<file path="src/rtl/spi_kaydirici_pkg.sv">
// -----------------------------------------------------------------------------
// spi_kaydirici_pkg
// Shared constants for the SPI bit engine: default word size, command
// direction codes, FSM state encoding and small direction helpers.
// -----------------------------------------------------------------------------
package spi_kaydirici_pkg;

    // Default bits per transaction word.
    localparam int SPI_TXN_SIZE = 32;

    // Command direction codes. Bit 1 = drive data on MOSI, bit 0 = return RX word.
    localparam logic [1:0] KOMUT_BOS  = 2'b00;
    localparam logic [1:0] KOMUT_OKU  = 2'b01;
    localparam logic [1:0] KOMUT_YAZ  = 2'b10;
    localparam logic [1:0] KOMUT_CIFT = 2'b11;

    typedef enum logic [2:0] {
        BOSTA    = 3'd0,   // idle, ready for a command
        KUR      = 3'd1,   // CSN asserted, first bit set up, one tick wait
        KAYDIR   = 3'd2,   // 2*TXN_BIT SCK edges
        BITIR    = 3'd3,   // end of word; optional tick before CSN release
        CS_BEKLE = 3'd4    // minimum CSN-high time
    } durum_t;

    function automatic logic yon_tx(input logic [1:0] dir);
        return dir[1];
    endfunction

    function automatic logic yon_rx(input logic [1:0] dir);
        return dir[0];
    endfunction

endpackage

</file>
<file path="src/rtl/spi_kaydirici_sck_bolucu.sv">
// -----------------------------------------------------------------------------
// spi_sck_bolucu
// 16-bit SCK half-period counter. Emits one tick every (div_i+1) clk_i cycles.
// restart_i zeroes the counter so the first tick lands div_i+1 cycles later.
// lead_o tells whether the current tick is a leading SCK edge; it only
// advances on ticks where step_i is high (i.e. ticks that really toggle SCK).
// Ports:
//   clk_i, rst_i   clock, synchronous active-high reset
//   restart_i      restart counter, next edge is leading
//   div_i[15:0]    half-period minus one
//   step_i         this tick toggles SCK
//   tick_o         half-period tick (combinational from counter)
//   lead_o         1: current tick is a leading edge, 0: trailing
// -----------------------------------------------------------------------------
module spi_sck_bolucu (
    input  logic        clk_i,
    input  logic        rst_i,
    input  logic        restart_i,
    input  logic [15:0] div_i,
    input  logic        step_i,
    output logic        tick_o,
    output logic        lead_o
);

    logic [15:0] r_cnt;
    logic        r_lead;
    logic        w_tick;

    assign w_tick = (r_cnt == div_i);
    assign tick_o = w_tick;
    assign lead_o = r_lead;

    always_ff @(posedge clk_i) begin
        if (rst_i || restart_i) begin
            r_cnt  <= 16'd0;
            r_lead <= 1'b1;
        end else if (w_tick) begin
            r_cnt <= 16'd0;
            if (step_i) begin
                r_lead <= ~r_lead;
            end
        end else begin
            r_cnt <= r_cnt + 16'd1;
        end
    end

endmodule

</file>
<file path="src/rtl/spi_kaydirici.sv">
// -----------------------------------------------------------------------------
// spi_kaydirici
// SPI bit engine. Takes one command per valid/ready handshake, shifts the word
// out on MOSI, shifts MISO in, drives CSN/SCK and returns RX words as a
// single-cycle pulse (no backpressure).
//
// Handshake: a command is accepted in a cycle where cmd_valid_i && cmd_ready_o;
// all cmd_* inputs are latched then. cmd_ready_o is registered, high only in
// BOSTA, and low the cycle after an accept. The controller holds the command
// until ready; cmd_valid_i while busy is ignored.
//
// Optional feature macro: SPI_LOOPBACK_EN adds lpbk_i; when high, RX samples
// are taken from the internal MOSI value instead of miso_i.
//
// Ports:
//   clk_i, rst_i            clock, synchronous active-high reset
//   cmd_*                   command (data, dir, mode, divider, end-of-frame CS)
//   cmd_ready_o             engine accepts a command
//   recv_data_o/_valid_o    received word and its one-cycle pulse
//   miso_i/mosi_o/csn_o/sck_o  SPI pins
// -----------------------------------------------------------------------------
module spi_kaydirici
    import spi_kaydirici_pkg::*;
#(
    parameter int TXN_BIT = SPI_TXN_SIZE
) (
    input  logic               clk_i,
    input  logic               rst_i,
    input  logic               cmd_msb_first_i,
    input  logic [TXN_BIT-1:0] cmd_data_i,
    input  logic               cmd_valid_i,
    input  logic               cmd_cpha_i,
    input  logic               cmd_cpol_i,
    input  logic [15:0]        cmd_sck_div_i,
    input  logic               cmd_end_cs_i,
    input  logic [1:0]         cmd_dir_i,
    output logic               cmd_ready_o,
    output logic [TXN_BIT-1:0] recv_data_o,
    output logic               recv_data_valid_o,
    input  logic               miso_i,
    output logic               mosi_o,
    output logic               csn_o,
`ifdef SPI_LOOPBACK_EN
    input  logic               lpbk_i,
`endif
    output logic               sck_o
);

    localparam int KW = (2 * TXN_BIT > 2) ? $clog2(2 * TXN_BIT) : 1;
    localparam logic [KW-1:0] SON_KENAR = KW'(2 * TXN_BIT - 1);

    durum_t             r_durum;
    logic               r_ready;
    logic               r_csn;
    logic               r_sck;
    logic               r_mosi;
    logic [TXN_BIT-1:0] r_recv;
    logic               r_recv_vld;
    logic               r_msb;
    logic               r_cpha;
    logic               r_cpol;
    logic [15:0]        r_div;
    logic               r_end_cs;
    logic [1:0]         r_dir;
    logic [TXN_BIT-1:0] r_tx;
    logic [TXN_BIT-1:0] r_rx;
    logic [KW-1:0]      r_kenar;

    logic               w_accept;
    logic               w_tick;
    logic               w_lead;
    logic               w_step;
    logic               w_ilk_kenar;
    logic               w_son_kenar;
    logic               w_ornek;
    logic               w_kaydir;
    logic               w_rx_bit;
    logic               w_ilk_bit;
    logic [TXN_BIT-1:0] w_tx_next;
    logic [TXN_BIT-1:0] w_rx_next;

    assign w_accept    = cmd_valid_i && r_ready;
    assign w_step      = (r_durum == KAYDIR);
    assign w_ilk_kenar = (r_kenar == '0);
    assign w_son_kenar = (r_kenar == SON_KENAR);

    // CPHA=0: sample leading, shift trailing (the last trailing edge has no
    // next bit). CPHA=1: shift leading, sample trailing; the first leading
    // edge shifts nothing because bit 0 was already set up at accept.
    assign w_ornek  = w_tick && w_step && (r_cpha ? !w_lead : w_lead);
    assign w_kaydir = w_tick && w_step &&
                      (r_cpha ? (w_lead && !w_ilk_kenar) : (!w_lead && !w_son_kenar));

`ifdef SPI_LOOPBACK_EN
    assign w_rx_bit = lpbk_i ? r_mosi : miso_i;
`else
    assign w_rx_bit = miso_i;
`endif

    assign w_ilk_bit = yon_tx(cmd_dir_i)
                       ? (cmd_msb_first_i ? cmd_data_i[TXN_BIT-1] : cmd_data_i[0])
                       : 1'b1;
    assign w_tx_next = r_msb ? (r_tx << 1) : (r_tx >> 1);

    // LSB-first words enter from the top so the first bit ends in bit 0.
    always_comb begin
        w_rx_next = r_rx;
        if (w_ornek) begin
            if (r_msb) begin
                w_rx_next = {r_rx[TXN_BIT-2:0], w_rx_bit};
            end else begin
                w_rx_next = {w_rx_bit, r_rx[TXN_BIT-1:1]};
            end
        end
    end

    spi_sck_bolucu u_bolucu (
        .clk_i     (clk_i),
        .rst_i     (rst_i),
        .restart_i (w_accept),
        .div_i     (r_div),
        .step_i    (w_step),
        .tick_o    (w_tick),
        .lead_o    (w_lead)
    );

    always_ff @(posedge clk_i) begin
        if (rst_i) begin
            r_durum    <= BOSTA;
            r_ready    <= 1'b0;
            r_csn      <= 1'b1;
            r_sck      <= 1'b0;
            r_mosi     <= 1'b1;
            r_recv     <= '0;
            r_recv_vld <= 1'b0;
            r_msb      <= 1'b1;
            r_cpha     <= 1'b0;
            r_cpol     <= 1'b0;
            r_div      <= 16'd0;
            r_end_cs   <= 1'b1;
            r_dir      <= KOMUT_BOS;
            r_tx       <= '0;
            r_rx       <= '0;
            r_kenar    <= '0;
        end else begin
            r_ready    <= 1'b0;
            r_recv_vld <= 1'b0;
            case (r_durum)
                BOSTA: begin
                    r_ready <= !w_accept;
                    if (w_accept) begin
                        r_msb    <= cmd_msb_first_i;
                        r_cpha   <= cmd_cpha_i;
                        r_cpol   <= cmd_cpol_i;
                        r_div    <= cmd_sck_div_i;
                        r_end_cs <= cmd_end_cs_i;
                        r_dir    <= cmd_dir_i;
                        r_tx     <= cmd_data_i;
                        r_rx     <= '0;
                        r_kenar  <= '0;
                        r_sck    <= cmd_cpol_i;
                        r_mosi   <= w_ilk_bit;
                        r_csn    <= 1'b0;
                        // CSN still low from a previous word: no setup tick.
                        r_durum  <= r_csn ? KUR : KAYDIR;
                    end
                end
                KUR: begin
                    if (w_tick) begin
                        r_durum <= KAYDIR;
                    end
                end
                KAYDIR: begin
                    if (w_tick) begin
                        r_sck   <= ~r_sck;
                        r_kenar <= r_kenar + 1'b1;
                        r_rx    <= w_rx_next;
                        if (w_kaydir) begin
                            r_tx   <= w_tx_next;
                            r_mosi <= yon_tx(r_dir)
                                      ? (r_msb ? w_tx_next[TXN_BIT-1] : w_tx_next[0])
                                      : 1'b1;
                        end
                        if (w_son_kenar) begin
                            r_kenar <= '0;
                            r_durum <= BITIR;
                            if (yon_rx(r_dir)) begin
                                r_recv     <= w_rx_next;
                                r_recv_vld <= 1'b1;
                            end
                        end
                    end
                end
                BITIR: begin
                    if (!r_end_cs) begin
                        r_durum <= BOSTA;
                    end else if (w_tick) begin
                        r_csn   <= 1'b1;
                        r_mosi  <= 1'b1;
                        r_durum <= CS_BEKLE;
                    end
                end
                CS_BEKLE: begin
                    if (w_tick) begin
                        r_durum <= BOSTA;
                    end
                end
                default: begin
                    r_durum <= BOSTA;
                end
            endcase
        end
    end

    assign cmd_ready_o       = r_ready;
    assign recv_data_o       = r_recv;
    assign recv_data_valid_o = r_recv_vld;
    assign mosi_o            = r_mosi;
    assign csn_o             = r_csn;
    assign sck_o             = r_sck;

endmodule

</file>
<file path="config.mk">
export PLATFORM = sky130hd
export DESIGN_NAME = spi_kaydirici
export DESIGN_NICKNAME = d
export VERILOG_FILES = /design/src/rtl/spi_kaydirici_pkg.sv /design/src/rtl/spi_kaydirici_sck_bolucu.sv /design/src/rtl/spi_kaydirici.sv
export SDC_FILE = /design/constraint.sdc
export NUM_CORES = 1
export LEC_CHECK = 0
export CORE_UTILIZATION = 50
export DETAILED_ROUTE_END_ITERATION = 7
export GPL_TIMING_DRIVEN = 1
export MAX_ROUTING_LAYER = met4
export PLACE_DENSITY = 0.74
export SKIP_LAST_GASP = 1
export SYNTH_ARGS = -nofsm -noshare
export SYNTH_HDL_FRONTEND = slang
export SYNTH_SLANG_ARGS = --single-unit
</file>
<file path="constraint.sdc">
create_clock -name clk_i -period 4.2 [get_ports clk_i]
set_clock_uncertainty 0.15 [all_clocks]
set_input_delay 0.84 -clock clk_i [delete_from_list [all_inputs] [get_ports clk_i]]
set_output_delay 0.84 -clock clk_i [all_outputs]
set_load 0.02 [all_outputs]
</file>
Yosys cells after proc, flatten, opt, wreduce, memory -nomap -nowiden
Cells that the tools add are included.

Register bits: 148. Input bits: 58. Word-level logic and storage cells: 108.

$add $sub $neg: 2. Equality and inequality tests: 15. Muxes and demuxes: 41. Bitwise gates (word level): 6. Reductions and logical operators: 27.

Operators with widths (count): $mux W32 (8); $pmux W32 S2 (2); $mux W3 (7); $mux W6 (3); $add A16 B1 Y16 const B (1); $eq A16 B16 Y1 (1); $mux W1 (15); $pmux W3 S5 (1); $pmux W6 S2 (1); $reduce_and A4 Y1 (3); $reduce_and A6 Y1 (2); $ne A2 B2 Y1 const B (5); $add A6 B1 Y6 const B (1); $eq A3 B2 Y1 const B (2); $eq A6 B6 Y1 const B (1); $logic_and A1 B1 Y1 (6); $logic_not A6 Y1 (1); $ne A2 B1 Y1 const B (3); $not A1 Y1 (6); $logic_not A1 Y1 (4); $pmux W1 S2 (2); $reduce_and A2 Y1 (2); $reduce_bool A2 Y1 (2); $reduce_or A2 Y1 (2); other kinds (10) (10).

Longest topological paths before layout
Gate-level depths: netlist of the first run.

Word-level depth: 8. Depth in mapped cells: 8. Depth with buffers taken out: 6.

Hierarchy
A second synthesis of the first run with hierarchy kept.

Cell total of the unflattened synthesis: 855. Area total of the unflattened synthesis: 7249.5 sq um.

By module, submodules not included: spi_kaydirici (instances 1, cells each 757, area an instance 6363.6 sq um, seq. area each 2622.5 sq um); spi_sck_bolucu (instances 1, cells each 98, area an instance 885.8 sq um, seq. area each 340.3 sq um).

Worst setup path after synthesis of the first run
No wires, ideal clock.

Path kind: input -> register. Start: input port cmd_valid_i. End: register r_rx[11]. Data arrival time: 2049 ps. Required time: 3971 ps. Slack: 1922 ps. Stages on the path: 6. Buffers on the path: 2. Path through: and2_0 -> o21ai_0 -> clkbuf_1 -> clkbuf_1 -> nand3_1 -> o211ai_1.

Word-level cells in the longest chain between the ends: 3.

RTL lines: start, declared (line spi_kaydirici.sv:31) `input logic cmd_valid_i,`; $logic_and A1 B1 Y1 (line spi_kaydirici.sv:82) `assign w_accept = cmd_valid_i && r_ready;`; $ne A2 B1 Y1 (no source line); $reduce_and A3 Y1 (no source line); end signal, assigned (line spi_kaydirici.sv:177) `r_rx <= w_rx_next;`; end, declared (line spi_kaydirici.sv:66) `logic [TXN_BIT-1:0] r_rx;`.

Every way passes these cells. A chain may end at the register's enable or synchronous reset.

Final worst setup path of the first run
Start: register u_bolucu.r_cnt[1]. End: register r_rx[19].

Word-level cells in the longest chain between the ends: 6. Elaborated cells on any way between the ends: 8. Classes of those cells: eq/ne: 2; mux: 3; reduce/logical: 3.

RTL lines: start, declared (line spi_kaydirici_sck_bolucu.sv:25) `logic [15:0] r_cnt;`; start signal, assigned (line spi_kaydirici_sck_bolucu.sv:43) `r_cnt <= r_cnt + 16'd1;`; $eq A16 B16 Y1 * (line spi_kaydirici_sck_bolucu.sv:29) `assign w_tick = (r_cnt == div_i);`; $logic_and A1 B1 Y1 (2 in a row) (line spi_kaydirici.sv:90) `assign w_ornek = w_tick && w_step && (r_cpha ? !w_lead : w_lead);`; $mux W32 (line spi_kaydirici.sv:108) `if (w_ornek) begin`; $mux W32 (line spi_kaydirici.sv:174) `if (w_tick) begin`; $pmux W32 S2 (line spi_kaydirici.sv:148) `case (r_durum)`.

Mark *: on every way between the ends. The rest lies on a longest branch, timed or not. The select of a mux whose other input is x is not followed.

==> results of run 1 <==
==> flip-flops by register name (all words and copies together) (netlist names) <==
| signal | flops |
|---|---|
| r_rx | 32 |
| csn_o | 1 |
| u_bolucu.lead_o | 1 |
| r_msb | 1 |
| r_tx | 32 |
| r_durum | 3 |
| r_end_cs | 1 |
| r_kenar | 6 |
| r_cpha | 1 |
| r_dir | 2 |
| recv_data_o | 32 |
| mosi_o | 1 |
| u_bolucu.r_cnt | 16 |
| r_div | 16 |
| sck_o | 1 |
| cmd_ready_o | 1 |
| recv_data_valid_o | 1 |
==> kinds of logic (layout without fill, tap and decap cells) <==
logic type	Yosys count	after routing	share of synthesized area (%)
mux	96	96	12.8
xor+xnor	32	32	3.73
flops	148	148	39.4
compound gates	249	249	22.5
simple gates	270	270	15.8
buf+inv	101	151	5.23
fa+ha+maj	3	3	0.500
==> synthesized netlist by cell type (3+ instances only) <==
cell | number | share of area [%]
a21oi_1 | 61 | 4.1
or4_1 | 3 | 0.30
buf_1 | 5 | 0.25
nand3_1 | 52 | 3.5
dfxtp_1 | 148 | 39
nand2_1 | 147 | 7.3
inv_1 | 11 | 0.55
o21ai_0 | 42 | 2.8
clkbuf_1 | 74 | 3.7
xnor2_1 | 28 | 3.3
nand4_1 | 11 | 0.92
ha_1 | 3 | 0.50
and3_1 | 6 | 0.50
buf_2 | 11 | 0.73
nor2_1 | 30 | 1.5
mux2i_1 | 94 | 13
o2111ai_1 | 64 | 7.5
nor3_1 | 8 | 0.53
a31oi_1 | 7 | 0.58
o211ai_1 | 66 | 6.6
xor2_1 | 4 | 0.47
==> worst max-delay path by stage <==
stage	to	cells past startpoint	slack, ps
after global placement	r_tx[13]	7	1260
after global routing	r_rx[12]	6	1180
after detailed placement	r_tx[13]	7	1220
after CTS	r_rx[19]	6	1290
after floorplan	r_rx[11]	6	1920
final	r_rx[19]	6	1300
==> tightest hold or removal path: cells and delay by family (launching register included) <==
kind             cells  cell delay, ps
flip-flops           1             320
AND/OR/NAND/NOR      1              50
AO/OA/AOI/OAI        1              50
==> power breakdown <==
group / internal [mW] / leakage, nW / switching [mW]
combinational: 0.246 / 2.03 / 0.457
clock: 0.947 / 0.289 / 0.598
sequential: 1.47 / 1.20 / 0.0967
total: 2.67 / 3.51 / 1.15
==> metrics by stage <==
stage	utilization, %	setup slack (ps)	instance area (µm²)	std cells	hold WS [ps]
floorplan	-	1920	7510	899	287
global placement	58.3	1260	8510	1101	308
detailed placement	58.3	1220	8510	1101	311
CTS	62.4	1290	9110	1133	319
global route	62.4	1180	9110	1133	333
finish	62.4	1300	9110	1133	319
==> final cells by class <==
type | count | share of cell area [%]
tap | 184 | 2.53
multi-input combinational | 650 | 46.4
timing repair buffer | 108 | 11.4
sequential | 148 | 32.6
clock buffer | 19 | 4.86
inverter | 11 | 0.467
clock inverter | 13 | 1.74
==> routing by layer <==
metal	up-vias	wire length [µm]	global-route usage (%)	part of all wire, %
met5	-	0	-	0
met4	0	237	8.50	1.3
met3	22	766	3.52	4.2
met2	163	8480	37.7	46
met1	3228	8820	33.1	48
li1	3383	-	-	-
==> results.txt, run 1 <==
- Outcome: complete, no violations
- Fraction of registers with async set or reset after synthesis: 0%
- After detailed routing, the total wire length is 18.3 mm.
- Clock net sink count: 148
* Post CTS Setup Buffer Count: 0
* Flip-flop and latch count after synthesis: 148
- Net count reported at finish: 997
- Design Power: 3.82 mW
* Root Driver: clkbuf_16
- Top flip-flop cell by instance count after synthesis: dfxtp_1
* Multi-input gate area in the final layout: 4230 µm²
- After floorplanning, the core was sized to cover 14600 µm².
- Clock latency on the worst-skew pair, taken at its later pin, is 420 ps.
- The endpoint identified for the worst register-to-register timing path is r_rx[19].
- Overflow left after global routing: 0
* Worst r2r path cells: 6
* Cell area after synthesis: 7510 µm²
- STA classifies the critical path startpoint as a register.
* Power per unit of standard cell area: 419 nW/µm²
- Measured slew at the worst slew-check pin: 1200 ps
- At the worst endpoint, the arrival time is 3050 ps.
* Worst relative slew slack: 20.2%
- The floorplan step defined a die boundary enclosing 15500 µm².
- Across the whole layout, storage elements account for 2970 µm².
- Number of buffers inserted by port buffering: 94
- In this run the static leakage power is 3.51 nW.
- In this run the number of H-tree levels came out at 4.
- Setup repair after global routing left no endpoint under its margin.
- Cell with the largest stage delay on the worst path: or4_2
- The worst setup path is of the register to register kind.
- Top Family by Delay on Critical Path: simple AND/OR/NAND/NOR gates
- Setup violations, final: 0
- Entering global routing, the biggest net connects 126 pins.
- Ratio of cells with drive above 1 in the final layout: 6.32%
- Worst path cell trace: xnor2_1, nand4_1, or4_2, buf_4, o2111ai_1, o211ai_1
* Layout filler cell count: 1263
- Area Growth Syn to Fin: 21.2%
* Reg-to-reg setup timing slack: 1300 ps
- The number of global-route vias before repair was 6332.
- Max-cap violations: 0
- Part of the cycle the worst path needs: 69.2%
- Commonest cells after routing, fill and taps aside: 147 x nand2_1, 147 x dfxtp_1, 94 x mux2i_1, 93 x clkdlybuf4s50_1, 66 x o211ai_1
- Counting distinct cell types in the post-synthesis netlist gives 40.
* Number of synthesized flops with an enable pin: 0
- The min-delay analysis places its worst path in the category register to register.
- Die Y: 125 µm
- From left edge to right edge, the die measures 125 µm.
- TritonCTS built the clock tree.
* Placed wire-length estimate after detailed placement: 11.2 mm
- Antenna-violating nets left: 0
- After detailed routing, the average wire length per cell comes to 16.2 µm.
- Critical register-to-register path startpoint: u_bolucu.r_cnt[1]
- WP buf/inv: 1
- The max-slew violation total from the final report came to 0.
- The startpoint identified for the worst hold timing path is r_div[1].
- Setup tns final: 0 ps
* Count of vias placed by the detailed router: 6796
- For this block, the initial DRC count from the detailed router was 756.
- Once the floorplan was initialized, standard cells occupied 51.5% of the core.
- Proportion of synthesized chip area in sequential cells: 39.4%
* Syn Nets: 960
- Endpoint type of the worst setup path: register
- The repair_antennas step left the layout with diodes totalling 0.
- A synthesized cell averages 8.36 µm².
- In the routed layout, each cell is associated on average with a via count of 6.00.
- Worst hold path cell count: 2
* Total CTS buffers: 17
- Total global-route track usage: 24.6%
* Number of cells upsized or downsized after cts: 0
* Drt pass-1 iters: 5
* Number of buffers inserted for hold repair after clock tree synthesis: 0
- The number of antenna violations at the first check in global routing was 0.
- The hold violation count in the final report is 0.
- Clock-pin slew was measured on the worst setup and hold paths at 60 ps.
- Counting I/O delays and the setup requirement, the final critical path takes 2900 ps.
- Crit. Startpoint: u_bolucu.r_cnt[1]
- During I/O placement, the number of pins put on the boundary was 95.
- Routability-driven placement finished with a final weighted congestion of 0.878.
- Yosys printed 0 warnings.
- Fmax: 0.344 GHz
- In this run the deepest clock path goes through 2 buffers.
* Number of standard cells after synthesis: 899
- Crit Path Max Fanout: 50
- STA puts the critical path data required time at 4340 ps.
- WHS Endpoint: r_div[1]
- The largest single stage delay on the critical path is 1040 ps.
- # rows: 44
* Wire length of the first global-routing pass: 31.0 mm
- Remaining routing DRC violations: 0
- The worst-case IR drop observed on VDD is 300 µV.
(Power assumes the default switching activity.)
==> run 2: changes to the inputs <==
--- a/config.mk
+++ b/config.mk
@@ -9,7 +9,7 @@
 export DETAILED_ROUTE_END_ITERATION = 7
 export GPL_TIMING_DRIVEN = 1
 export MAX_ROUTING_LAYER = met4
-export PLACE_DENSITY = 0.74
+export PLACE_DENSITY = 0.77
 export SKIP_LAST_GASP = 1
 export SYNTH_ARGS = -nofsm -noshare
 export SYNTH_HDL_FRONTEND = slang
==> constraint.sdc (replaced) <==
create_clock -name clk_i -period 2.3 [get_ports clk_i]
set_clock_uncertainty 0.15 [all_clocks]
set_input_delay 0.46 -clock clk_i [delete_from_list [all_inputs] [get_ports clk_i]]
set_output_delay 0.46 -clock clk_i [all_outputs]
set_load 0.02 [all_outputs]
==> run 2 against run 1 <==
Effect of this change:
- count of clock-buffer cells in the layout decreased by 2
- via count up 3.3%
- critical path depth down 1
- sequential power increased by 79%
- largest power group is now clock
==> results.txt, run 2 (synthesized netlist as in run 1, its figures left out) <==
- Pint: 5.16 mW (was 2.67 mW)
- Endpoint type of the worst setup path: register (unchanged)
- The number of violations reported at the end of detailed-routing iteration 0 was 694 (was 756).
- Number of buffers inserted for hold repair after clock tree synthesis: 0 (unchanged)
- Maximum ir drop on the vdd rail: 564 µV (was 300 µV)
- The number of clock sinks is 148 (unchanged).
- The signal arrival time at the worst endpoint is 2380 ps (was 3050 ps).
* I/O pins: 95 (unchanged)
- Setup tns final: 0 ps (unchanged)
- The kind of start point of the critical path is a register (unchanged).
* CTS Buffer Depth: 2 (unchanged)
* Net count reported at finish: 1039 (was 997)
- Vias per inst: 5.98 (was 6.00)
- The placement-stage cell area was 8980 µm² (was 8510 µm²).
- The share of the clock period used by the worst path after layout was 94.5% (was 69.2%).
- The setup violation total in the final timing report came to 0 (unchanged).
- Antenna violations before repair: 0 (unchanged)
- The max-slew violation total from the final report was 0 (unchanged).
- Unrepaired setup endpoints after global routing: no (unchanged)
- Antenna-violating nets left: 0 (unchanged)
- The register-to-register setup slack was 130 ps (was 1300 ps).
* Overflow left after global routing: 0 (unchanged)
- The global-route total usage across every layer is 26.0% (was 24.6%).
* Clock network latency to the later pin of the worst-skew pair: 430 ps (was 420 ps)
- Via count of the first global-routing pass: 6609 (was 6332)
* Drt pass-1 iters: 5 (unchanged)
- Starting density of the core: 51.5% (unchanged)
- Final WS setup: 125 ps (was 1300 ps)
- Commonest cells after routing, fill and taps aside: 147 x nand2_1, 147 x dfxtp_1, 94 x mux2i_1, 93 x clkdlybuf4s50_1, 66 x o211ai_1 (unchanged)
- The combinational cell fraction of total power is 22.2% (was 18.4%).
* ANT cells: 0 (unchanged)
- Count of vias placed by the detailed router: 7022 (was 6796)
- The switching power as a share of total power is 29.7% (was 30.2%).
* Placeable Area: 14600 µm² (unchanged)
- Leakage power total: 3.79 nW (was 3.51 nW)
- The required time at the endpoint of the critical path is 2500 ps (was 4340 ps).
* Clock-pin slew on the worst setup and hold paths: 60 ps (about the same)
- Die Wd: 125 µm (unchanged)
- Met2 track demand over resource: 41.3% (was 37.7%)
- The met3 demand-to-capacity share in global routing was 4.04% (was 3.52%).
- Fin. Hold Viols: 0 (unchanged)
* Worst setup timing slack at the placement stage: -25.3 ps (was 1220 ps)
* Crit Path Max Fanout: 5 (was 50)
- The global routing met1 resource utilization is 33.5% (was 33.1%).
* Seq pwr share: 38.3% (was 41.1%)
* Die Y: 125 µm (unchanged)
* Total CTS buffers: 17 (unchanged)
- Fmax: 0.460 GHz (was 0.344 GHz)
- The number of placement rows came to 44 (unchanged).
* Number of buffers inserted by port buffering: 94 (unchanged)
- The detailed-route wire length per cell was 16.5 µm (was 16.2 µm).
- Post-route minimum period: 2170 ps (was 2900 ps)
- Power per unit of standard cell area: 764 nW/µm² (was 419 nW/µm²)
* Gr busiest metal: met2 (unchanged)
- Area Growth Syn to Fin: 27.9% (was 21.2%)
* DRT Wirelength: 19.3 mm (was 18.3 mm)
- CTS tree: done (unchanged)
* NetSw: 2.18 mW (was 1.15 mW)
- Largest net degree at the start of global routing: 66 (was 126)
- The die area came to 15500 µm² (unchanged).
- Placed wire-length estimate after detailed placement: 12.2 mm (was 11.2 mm)
* Design Power: 7.34 mW (was 3.82 mW)
* Ratio of cells with drive above 1 in the final layout: 10.4% (was 6.32%)
- The clock network fraction of total power came to 39.5% (was 40.5%).
* Worst setup path class: register to register (unchanged)
* Final RePlAce weighted congestion: 0.856 (was 0.878)
- The clock root buffer master is clkbuf_16 (unchanged).
- The number of max-cap violations was 0 (unchanged).
- The path category of the worst min-delay check is input pin to register (was register to register).
- Final instance area: 9610 µm² (was 9110 µm²)
- The first-pass GRT wire length came to 32.6 mm (was 31.0 mm).
- CTS H-tree lvls: 4 (unchanged)
- Outcome: complete, no violations (unchanged)
- Remaining routing DRC violations: 0 (unchanged)
* Worst relative slew slack: 64.8% (was 20.2%)
- The slew at the pin closest to its max-slew limit is 526 ps (was 1200 ps).
- The worst hold-check slack was 200 ps (was 319 ps).
[run 2: cell count changes in the layout (fill, tap and decap cells not counted), moves of 2 or more]
cell / previous run / this run
buf_4: 14 / 41
buf_12: 0 / 14
clkinv_4: 3 / 0
clkinvlp_4: 3 / 6
xnor2_2: 0 / 2
[run 2: layout make-up]
cell class,instances,area [µm²]
timing repair buffer,150,1540
multi-input combinational,650,4220
inverter,11,42.5
clock inverter,14,186
tap,184,230
sequential,148,2970
clock buffer,17,425
fill,1127,4980
[run 2: power by group through the flow]
stage	logic [mW]	clock network, mW	registers [mW]
floorplan	0.972	0	2.83
finish	1.63	2.90	2.81
global placement	1.59	0	2.86
CTS	1.62	2.93	2.81
detailed placement	1.60	0	2.87
global route	1.75	3.03	2.83
[run 2: final timing paths]
check               startpoint         end  cells past startpoint
max          u_bolucu.r_cnt[7]  r_kenar[3]                      5
min                      rst_i  r_durum[1]                      2
max reg2reg  u_bolucu.r_cnt[7]  r_kenar[3]                      5
min reg2reg          r_div[15]   r_div[15]                      2
[run 2: metal layers]
| layer | wire, µm | part of all wire, % |
|---|---|---|
| met4 | 330 | 1.7 |
| met1 | 8940 | 46 |
| met5 | 0 | 0 |
| met2 | 9360 | 48 |
| met3 | 722 | 3.7 |
[run 2: timing repair]
item                       CTS  global route
setup buffers                0             0
gates resized for setup      1             2
pin swaps                    0             0
setup endpoints to repair   11            32
hold endpoints to repair     0             0
[run 2: critical path, stage by stage, from the launching register on]
cell and delay, ps:
dfxtp_1 380, xnor2_2 130, nand4_1 140, or4_4 600, or4_1 520, a31oi_1 170
[run 2: through the flow]
step	utilization (%)	std cells
6_report	65.9	1174
3_3_place_gp	61.6	1143
4_1_cts	65.8	1174
3_5_place_dp	61.6	1143
5_1_grt	65.9	1174
2_1_floorplan	-	899
